`config.mk`:
```
export PLATFORM = sky130hd
export DESIGN_NAME = ps2_keyboard_flat
export DESIGN_NICKNAME = d
export VERILOG_FILES = /design/src/rtl/ps2_keyboard_if.sv /design/src/rtl/ps2_keyboard.sv /design/src/flat_wrapper.sv
export SDC_FILE = /design/constraint.sdc
export NUM_CORES = 1
export LEC_CHECK = 0
export BUFFER_PORTS_ARGS = -buffer_cell sky130_fd_sc_hd__buf_2
export CORE_UTILIZATION = 53
export DETAILED_ROUTE_END_ITERATION = 6
export PLACE_DENSITY = 0.79
export SKIP_CTS_REPAIR_TIMING = 1
export SLEW_MARGIN = 20
export SYNTH_ARGS = -nofsm -noshare
export SYNTH_HDL_FRONTEND = slang
export SYNTH_SLANG_ARGS = --single-unit
```
`constraint.sdc`:
```
create_clock -name clk -period 3 [get_ports clk]
set_input_delay 0.3 -clock clk [delete_from_list [all_inputs] [get_ports clk]]
set_output_delay 0.3 -clock clk [all_outputs]
set_load 0.01 [all_outputs]
```
`src/rtl/ps2_keyboard_if.sv`:
```
// PS/2 keyboard receiver bus: keyboard pins, CPU read strobe and the status/data word.
`timescale 1ns/1ps
interface ps2_keyboard_if;
    logic        ps2c;
    logic        ps2d;
    logic        ack;
    logic [15:0] dout;

    // The receiver samples the pins and the strobe, and drives the word.
    modport slave  (input ps2c, ps2d, ack, output dout);
    // The keyboard/CPU side drives the pins and the strobe, and reads the word.
    modport master (output ps2c, ps2d, ack, input dout);
endinterface

```
`src/rtl/ps2_keyboard.sv`:
```
// PS/2 keyboard receiver. It deserialises device-to-host frames and drops
// break (key release) sequences. It holds the last make code with valid and
// overrun flags until the CPU acknowledges the read.
`timescale 1ns/1ps
module ps2_keyboard #(
    parameter int FILTER_LEN     = 8,
    parameter int TIMEOUT_CYCLES = 50000
) (
    input  logic          clk,
    input  logic          reset,
    ps2_keyboard_if.slave bus
);

    localparam int FILT_W = $clog2(FILTER_LEN + 1);
    localparam int WD_W   = $clog2(TIMEOUT_CYCLES + 1);

    typedef enum logic [1:0] {IDLE, DATA, PARITY, STOP} state_t;

    logic [1:0]        r_ps2cSync;
    logic [1:0]        r_ps2dSync;
    logic [FILT_W-1:0] r_filtCnt;
    logic              r_filtClk;
    logic              r_strobe;
    state_t            r_state;
    logic [2:0]        r_bitCnt;
    logic [7:0]        r_shift;
    logic              r_parity;
    logic [WD_W-1:0]   r_wdog;
    logic              r_break;
    logic              r_valid;
    logic              r_overrun;
    logic [7:0]        r_code;

    logic w_bit;
    logic w_goodFrame;
    logic w_publish;

    assign w_bit = r_ps2dSync[1];

    // A frame is good when the stop bit is 1 and the data and parity bits hold an odd number of ones.
    assign w_goodFrame = r_strobe && (r_state == STOP) && w_bit && (^{r_shift, r_parity});
    assign w_publish   = w_goodFrame && !r_break && (r_shift != 8'hF0) && (r_shift != 8'hE0);

    assign bus.dout = {r_valid, r_overrun, 6'b000000, r_code};

    // Two-flop synchronisers for both asynchronous keyboard pins.
    always_ff @(posedge clk or posedge reset) begin
        if (reset) begin
            r_ps2cSync <= 2'b11;
            r_ps2dSync <= 2'b11;
        end else begin
            r_ps2cSync <= {r_ps2cSync[0], bus.ps2c};
            r_ps2dSync <= {r_ps2dSync[0], bus.ps2d};
        end
    end

    // Glitch filter: the filtered clock follows only after FILTER_LEN identical differing samples; its falling edge is the bit strobe.
    always_ff @(posedge clk or posedge reset) begin
        if (reset) begin
            r_filtCnt <= '0;
            r_filtClk <= 1'b1;
            r_strobe  <= 1'b0;
        end else begin
            r_strobe <= 1'b0;
            if (r_ps2cSync[1] != r_filtClk) begin
                if (r_filtCnt == FILT_W'(FILTER_LEN - 1)) begin
                    r_filtCnt <= '0;
                    r_filtClk <= r_ps2cSync[1];
                    r_strobe  <= ~r_ps2cSync[1];
                end else begin
                    r_filtCnt <= r_filtCnt + FILT_W'(1);
                end
            end else begin
                r_filtCnt <= '0;
            end
        end
    end

    // Frame receiver with an idle watchdog, plus the break-flag tracking for completed good bytes.
    always_ff @(posedge clk or posedge reset) begin
        if (reset) begin
            r_state  <= IDLE;
            r_bitCnt <= '0;
            r_shift  <= '0;
            r_parity <= 1'b0;
            r_wdog   <= '0;
            r_break  <= 1'b0;
        end else begin
            if (r_state == IDLE) begin
                r_wdog <= '0;
                if (r_strobe && !w_bit) begin
                    r_state  <= DATA;
                    r_bitCnt <= '0;
                end
            end else if (r_strobe) begin
                r_wdog <= '0;
                case (r_state)
                    DATA: begin
                        r_shift  <= {w_bit, r_shift[7:1]};
                        r_bitCnt <= r_bitCnt + 3'd1;
                        if (r_bitCnt == 3'd7) begin
                            r_state <= PARITY;
                        end
                    end
                    PARITY: begin
                        r_parity <= w_bit;
                        r_state  <= STOP;
                    end
                    default: begin
                        r_state <= IDLE;
                        if (w_goodFrame) begin
                            if (r_shift == 8'hF0) begin
                                r_break <= 1'b1;
                            end else if (r_shift != 8'hE0) begin
                                r_break <= 1'b0;
                            end
                        end
                    end
                endcase
            end else if (r_wdog == WD_W'(TIMEOUT_CYCLES - 1)) begin
                r_wdog  <= '0;
                r_state <= IDLE;
            end else begin
                r_wdog <= r_wdog + WD_W'(1);
            end
        end
    end

    // Output word: a publish beats a simultaneous acknowledge; the acknowledge alone clears the flags but keeps the code.
    always_ff @(posedge clk or posedge reset) begin
        if (reset) begin
            r_valid   <= 1'b0;
            r_overrun <= 1'b0;
            r_code    <= '0;
        end else if (w_publish) begin
            r_code    <= r_shift;
            r_overrun <= r_valid && !bus.ack;
            r_valid   <= 1'b1;
        end else if (bus.ack) begin
            r_valid   <= 1'b0;
            r_overrun <= 1'b0;
        end
    end

endmodule

```
`src/flat_wrapper.sv`:
```
// flat-port wrapper written by rule: the top's interface ports become plain ports
module ps2_keyboard_flat 
#(
    parameter int FILTER_LEN     = 8,
    parameter int TIMEOUT_CYCLES = 50000
)
  (clk, reset, bus_ps2c, bus_ps2d, bus_ack, bus_dout);
  ps2_keyboard_if bus_i ();
  input  logic clk;
  input  logic reset;
  input wire logic [$bits(bus_i.ps2c)-1:0] bus_ps2c;
  input wire logic [$bits(bus_i.ps2d)-1:0] bus_ps2d;
  input wire logic [$bits(bus_i.ack)-1:0] bus_ack;
  output wire logic [$bits(bus_i.dout)-1:0] bus_dout;
  assign bus_i.ps2c = bus_ps2c;
  assign bus_i.ps2d = bus_ps2d;
  assign bus_i.ack = bus_ack;
  assign bus_dout = bus_i.dout;
  ps2_keyboard #(.FILTER_LEN(FILTER_LEN), .TIMEOUT_CYCLES(TIMEOUT_CYCLES)) u_core (.clk(clk), .reset(reset), .bus(bus_i));
endmodule
```
==> out/metrics.csv, run 1 <==
metric;value;unit
status;finished with violations;
violations;DRC;
rrSetupSlack;0.50;ns
setup_tns;0;ns
worstPathCellList;xor3_2 -> xnor2_2 -> mux2i_1 -> o31ai_2 -> o21ai_4 -> mux2_2;
grt_pass1_vias;1554;
grt_usage;0.1827;
fin_nets;256;
syn_area;2547;um2
netlist.area_leader.share;0.4519;
post-dp-hpwl;2814;um
final_antenna_net_count;0;
hold_class;in -> reg;
period_share;0.8318;
post_drt_wl_per_cell;13.76;um
nFillCells;370;
diodes;0;
clock.fmax;400.8;MHz
synthTopCellsByArea;dfrtp_1 (45%), mux2_2 (6.2%), dfstp_2 (5.2%), ha_1 (4.4%), xnor2_1 (3.8%);
ys_async_sr_fraction;1.000;
reg2regPathDepth;6;
whs_endpoint;u_core.r_ps2cSync[0];
yosysMostFrequentCell;dfrtp_1;
die_x;71.33;um
initial_utilization;0.5694;
yosys_warnings;0;
r2r-end;u_core.r_code[5];
grt.overflow.total;0;
slew_headroom;0.4238;
ys_types;46;
p_per_area;440.8;nW/um2
antenna_found_initial;0;
critPathCaptureType;flip-flop;
grt_first_pass_wirelength;7307;um
drc;2;
clockBufferDepth;2;
crit_slowest_cell;xor3_2;
clk_pin_slew;0.09;ns
die_y;71.33;um
placedCellCount;287;
place.gp.congestion;0.7991;
hold_viol_final;0;
drive_gt1_frac;0.1893;
cpLargestDelayFamily;XOR/XNOR gates;
slew_violations;0;
fin_skew;0.01235;ns
syn_inst;228;
avgSynthCellArea;11.17;um2
ys_seq_area_frac;0.5034;
cts_inserted_buffers;5;
worstSkewPairLatency;0.30;ns
fin_crit;2.495;ns
start_kind;flip-flop;
hold_depth;1;
crit_fanout;9;
cts_tree;built;
peakVddDrop;0.3588;mV
cts_htree_levels;2;
postLayoutCellArea;2716;um2
slowest_delay;0.52;ns
cp_num_buf_inv;0;
maxCapViolCount;0;
cts.sinks;51;
ios;21;
post_dp_cell_area;2629;um2
grt_setup_unrepaired;no;
cellLeakagePower;1.271;nW
crit_type;reg -> reg;
via_count;1620;
drt-total-wl;4058;um
ys.flop_type;dfrtp_1;
worstMarginPinSlew;0.8643;ns
yosys-top-cells-count;dfrtp_1 (46), nor2_1 (23), nand2_1 (18), mux2_2 (14), xnor2_1 (11);
die_area;5088;um2
rows;24;
vias_per_cell;5.492;
min_from;bus_ps2c;
ys_seq_elements;51;
numPortBuffers;14;
grt_max_degree;52;
fin_util;0.6071;
synth-edff-count;0;
fin_cells;295;
crit_required;3.20;ns
rr_startpoint;u_core.r_shift[4];
drtPass1Iterations;6;
cts_root_buffer;clkbuf_8;
fin_hold_ws;0.08990;ns
setup_viol;0;
syn_to_final_growth;6.631;%
synth_top_cell_by_area;dfrtp_1;
arrival;2.69;ns
coreArea;4474;um2
drt_iter0_drc;58;
[layout make-up]
type	instances	area, um2	share of cell area
Timing Repair Buffer	15	77.57	0.02856
Tap cell	52	65.06	0.02395
Multi-Input combinational cell	162	1177	0.4334
Clock inverter	2	13.76	0.005067
Inverter	7	27.53	0.01013
Clock buffer	6	72.57	0.02672
Sequential cell	51	1282	0.4721
[per-stage QoR]
stage | total power (W) | worst slack, ns
after floorplan | 0.0008094 | 0.6992
after global placement | 0.0008190 | 0.5661
after detailed placement | 0.0008276 | 0.5123
after CTS | 0.001215 | 0.4934
after global routing | 0.001252 | 0.3142
final | 0.001197 | 0.5047
[metal layers]
layer,up-vias,track usage,wire (um)
met5,-,0,0
met4,0,0.04667,46
met3,5,0.04219,105
met2,23,0.2804,1899
met1,795,0.2640,2006
li1,797,-,-
[cell families after synthesis]
group,synth area share
AOI/OAI and AO/OA,0.06631
adders and majority gates,0.04421
DFF,0.5034
buffers and inverters,0.04175
other,0.001472
muxes,0.08644
and+or+nand+nor,0.1591
xor gates and xnor gates,0.09725
[registers in the layout, indices dropped and copies added (netlist names)]
signal	cells
u_core.r_wdog	16
u_core.r_code	8
u_core.r_shift	8
u_core.r_filtCnt	4
u_core.r_bitCnt	3
u_core.r_ps2cSync	2
u_core.r_ps2dSync	2
u_core.r_state	2
u_core.r_break	1
u_core.r_filtClk	1
u_core.r_overrun	1
u_core.r_parity	1
u_core.r_strobe	1
u_core.r_valid	1
[where the power goes]
group          total (W)  internal (W)  switching, W
registers       0.000739      0.000718     0.0000209
clock network   0.000383      0.000165      0.000218
logic          0.0000755     0.0000311     0.0000443
[layout by cell type (no fill, tap or decap), types with 3 or more instances in the layout]
cell	synthesis	final
and3_1	4	4
dfstp_2	5	5
nor3b_1	3	3
a21oi_1	5	5
ha_1	9	9
dfrtp_1	46	46
nor2_1	23	23
mux2_2	14	14
nand3_1	8	8
buf_2	1	14
conb_1	1	6
and2_1	3	3
clkbuf_8	0	5
xor2_1	10	10
inv_1	7	6
nand2_1	18	18
nor3_1	3	3
mux2i_1	4	4
o21ai_0	5	5
xnor2_1	11	11
nor2b_1	6	6
[worst max-delay path by stage]
stage | cells after the start | end | startpoint
finish | 6 | u_core.r_code[5] | u_core.r_shift[4]
global route | 6 | u_core.r_code[4] | u_core.r_shift[4]
CTS | 6 | u_core.r_code[4] | u_core.r_shift[4]
detailed placement | 6 | u_core.r_code[3] | u_core.r_shift[4]
global placement | 6 | u_core.r_code[2] | u_core.r_shift[4]
floorplan | 6 | u_core.r_code[0] | u_core.r_shift[4]
Power figures use the tool's default switching activity.
==> run 2: changes to the inputs <==
--- a/config.mk
+++ b/config.mk
@@ -8,7 +8,7 @@
 export BUFFER_PORTS_ARGS = -buffer_cell sky130_fd_sc_hd__buf_2
 export CORE_UTILIZATION = 53
 export DETAILED_ROUTE_END_ITERATION = 6
-export PLACE_DENSITY = 0.79
+export PLACE_DENSITY = 0.82
 export SKIP_CTS_REPAIR_TIMING = 1
 export SLEW_MARGIN = 20
 export SYNTH_ARGS = -nofsm -noshare
==> constraint.sdc (replaced) <==
create_clock -name clk -period 2 [get_ports clk]
set_input_delay 0.2 -clock clk [delete_from_list [all_inputs] [get_ports clk]]
set_output_delay 0.2 -clock clk [all_outputs]
set_load 0.01 [all_outputs]
==> run 2 against run 1 <==
The run ends with DRC, hold timing, setup timing left. Sequential power increased by 50%. First-iteration DRC count increased by 24%. Register-to-register slack worse by 0.83 ns. Die area unchanged. Wire length grew 14%. Critical path type unchanged.
==> out/metrics.csv, run 2 (same netlist as run 1, synthesis figures left out) <==
metric;value;unit
status;finished with violations;
violations;DRC, hold timing, setup timing;
setup_viol;10;
numPortBuffers;14;
met3_usage;0.04219;
via_count;1722;
worstPathCellList;xnor3_2 -> xnor2_4 -> mux2i_2 -> o31ai_4 -> o21ai_4 -> buf_12 -> mux2_4;
worstSkewPairLatency;0.30;ns
largest_register_ffs;16;
slowest_delay;0.49;ns
cts_tree;built;
period_share;1.164;
crit_required;2.19;ns
rows;24;
p_total;0.001852;W
mostFrequentLayoutCells;dfrtp_1 (46), nor2_1 (23), buf_4 (20);
start_kind;flip-flop;
syn_to_final_growth;17.53;%
cts_inserted_buffers;5;
grt.overflow.total;0;
place.gp.congestion;0.8002;
nFillCells;311;
grt_first_pass_wirelength;7527;um
endpoint;u_core.r_code[4];
top_regs;u_core.r_wdog (16), u_core.r_code (8), u_core.r_shift (8);
place_ws;-0.3268;ns
drtPass1Iterations;6;
drive_gt1_frac;0.2906;
antenna_found_initial;0;
slew_violations;0;
maxCapViolCount;0;
grt_setup_unrepaired;yes;
die_area;5088;um2
cellLeakagePower;1.428;nW
coreArea;4474;um2
vias_per_cell;5.432;
final_antenna_net_count;0;
top_register;u_core.r_wdog;
cts_htree_levels;2;
post_drt_wl_per_cell;14.66;um
drt-total-wl;4646;um
final_common_cell;dfrtp_1;
drt_iter0_drc;72;
crit_slowest_cell;xnor3_2;
clockBufferDepth;2;
grt_usage;0.1928;
r2r-end;u_core.r_code[4];
crit_type;reg -> reg;
grt_pass1_vias;1649;
arrival;2.52;ns
slew_headroom;0.5716;
drc;3;
peakVddDrop;0.5478;mV
fin_skew;0.009388;ns
gr-usage-met1;0.2474;
cts_root_buffer;clkbuf_8;
seqCellArea;1282;um2
initial_utilization;0.5694;
grt.busiest_layer;met2;
die_x;71.33;um
cts.sinks;51;
fin_ws;-0.3272;ns
crit_start;u_core.r_shift[3];
fin_util;0.6692;
multi_input_area;1261;um2
fin_hold_ws;-0.02871;ns
worstMarginPinSlew;0.6417;ns
rr_startpoint;u_core.r_shift[3];
reg2regPathDepth;7;
clk_pin_slew;0.10;ns
post-dp-hpwl;3008;um
clock.fmax;429.7;MHz
met2_usage;0.3175;
crit_fanout;8;
p_per_area;618.5;nW/um2
critPathCaptureType;flip-flop;
hold_class;in -> async;
rrSetupSlack;-0.33;ns
fin_crit;2.327;ns
fin_nets;278;
die_y;71.33;um
diodes;0;
hold_viol_final;24;
grt_max_degree;32;
ios;21;
==> run 2: changes by cell type in the layout (fill, tap and decap cells not counted), sizes merged <==
cell	change
inv	+1
dlygate4sd3	+2
clkinvlp	+1
clkinv	-2
buf	+20
==> run 2: layer usage <==
metal,vias up,routed length (um)
li1,843,-
met1,832,2148
met2,37,2256
met3,10,132
met4,0,108
met5,-,0
==> run 2: layout make-up <==
class,instances,area share
clock buffers,6,0.02758
well taps,52,0.02173
inverters,7,0.008776
multi-input cells,162,0.4212
repair buffers,37,0.08692
clock inverters,2,0.005433
flip-flops and latches,51,0.4283
==> run 2: worst min path at each step <==
stage                                end  slack, ns      from
CTS                 u_core.r_ps2dSync[0]      -0.03  bus_ps2d
finish                  u_core.r_wdog[2]      -0.03     reset
global route         u_core.r_filtCnt[0]       0.02     reset
floorplan           u_core.r_ps2cSync[0]       0.20  bus_ps2c
global placement     u_core.r_filtCnt[0]       0.31     reset
detailed placement  u_core.r_ps2dSync[0]       0.31  bus_ps2d
==> run 2: metrics by stage <==
| stage | TNS, ns | hold slack [ns] | instance area [um2] | cells |
|---|---|---|---|---|
| final | -2.753 | -0.02871 | 2994 | 317 |
| after global routing | -3.498 | 0.01805 | 2994 | 317 |
| after CTS | -3.094 | -0.02768 | 2864 | 311 |
| after detailed placement | -2.575 | 0.3062 | 2765 | 303 |
| after global placement | -1.342 | 0.3059 | 2765 | 303 |
| after floorplan | -1.310 | 0.2045 | 2589 | 233 |
==> run 2: worst max-delay path, delay by kind of cell, from the launching register on <==
family | cells | cell delay, ns
xor+xnor | 2 | 0.75
mux | 2 | 0.61
flops | 1 | 0.39
compound gates | 2 | 0.31
buf+inv | 1 | 0.15
==> run 2: report_power, final <==
group / switching (W) / leakage, nW / internal, W / total [W]
clock network: 0.000348 / 0.0474 / 0.000283 / 0.000631
registers: 0.0000308 / 0.693 / 0.00108 / 0.00111
logic: 0.0000628 / 0.688 / 0.0000505 / 0.000113
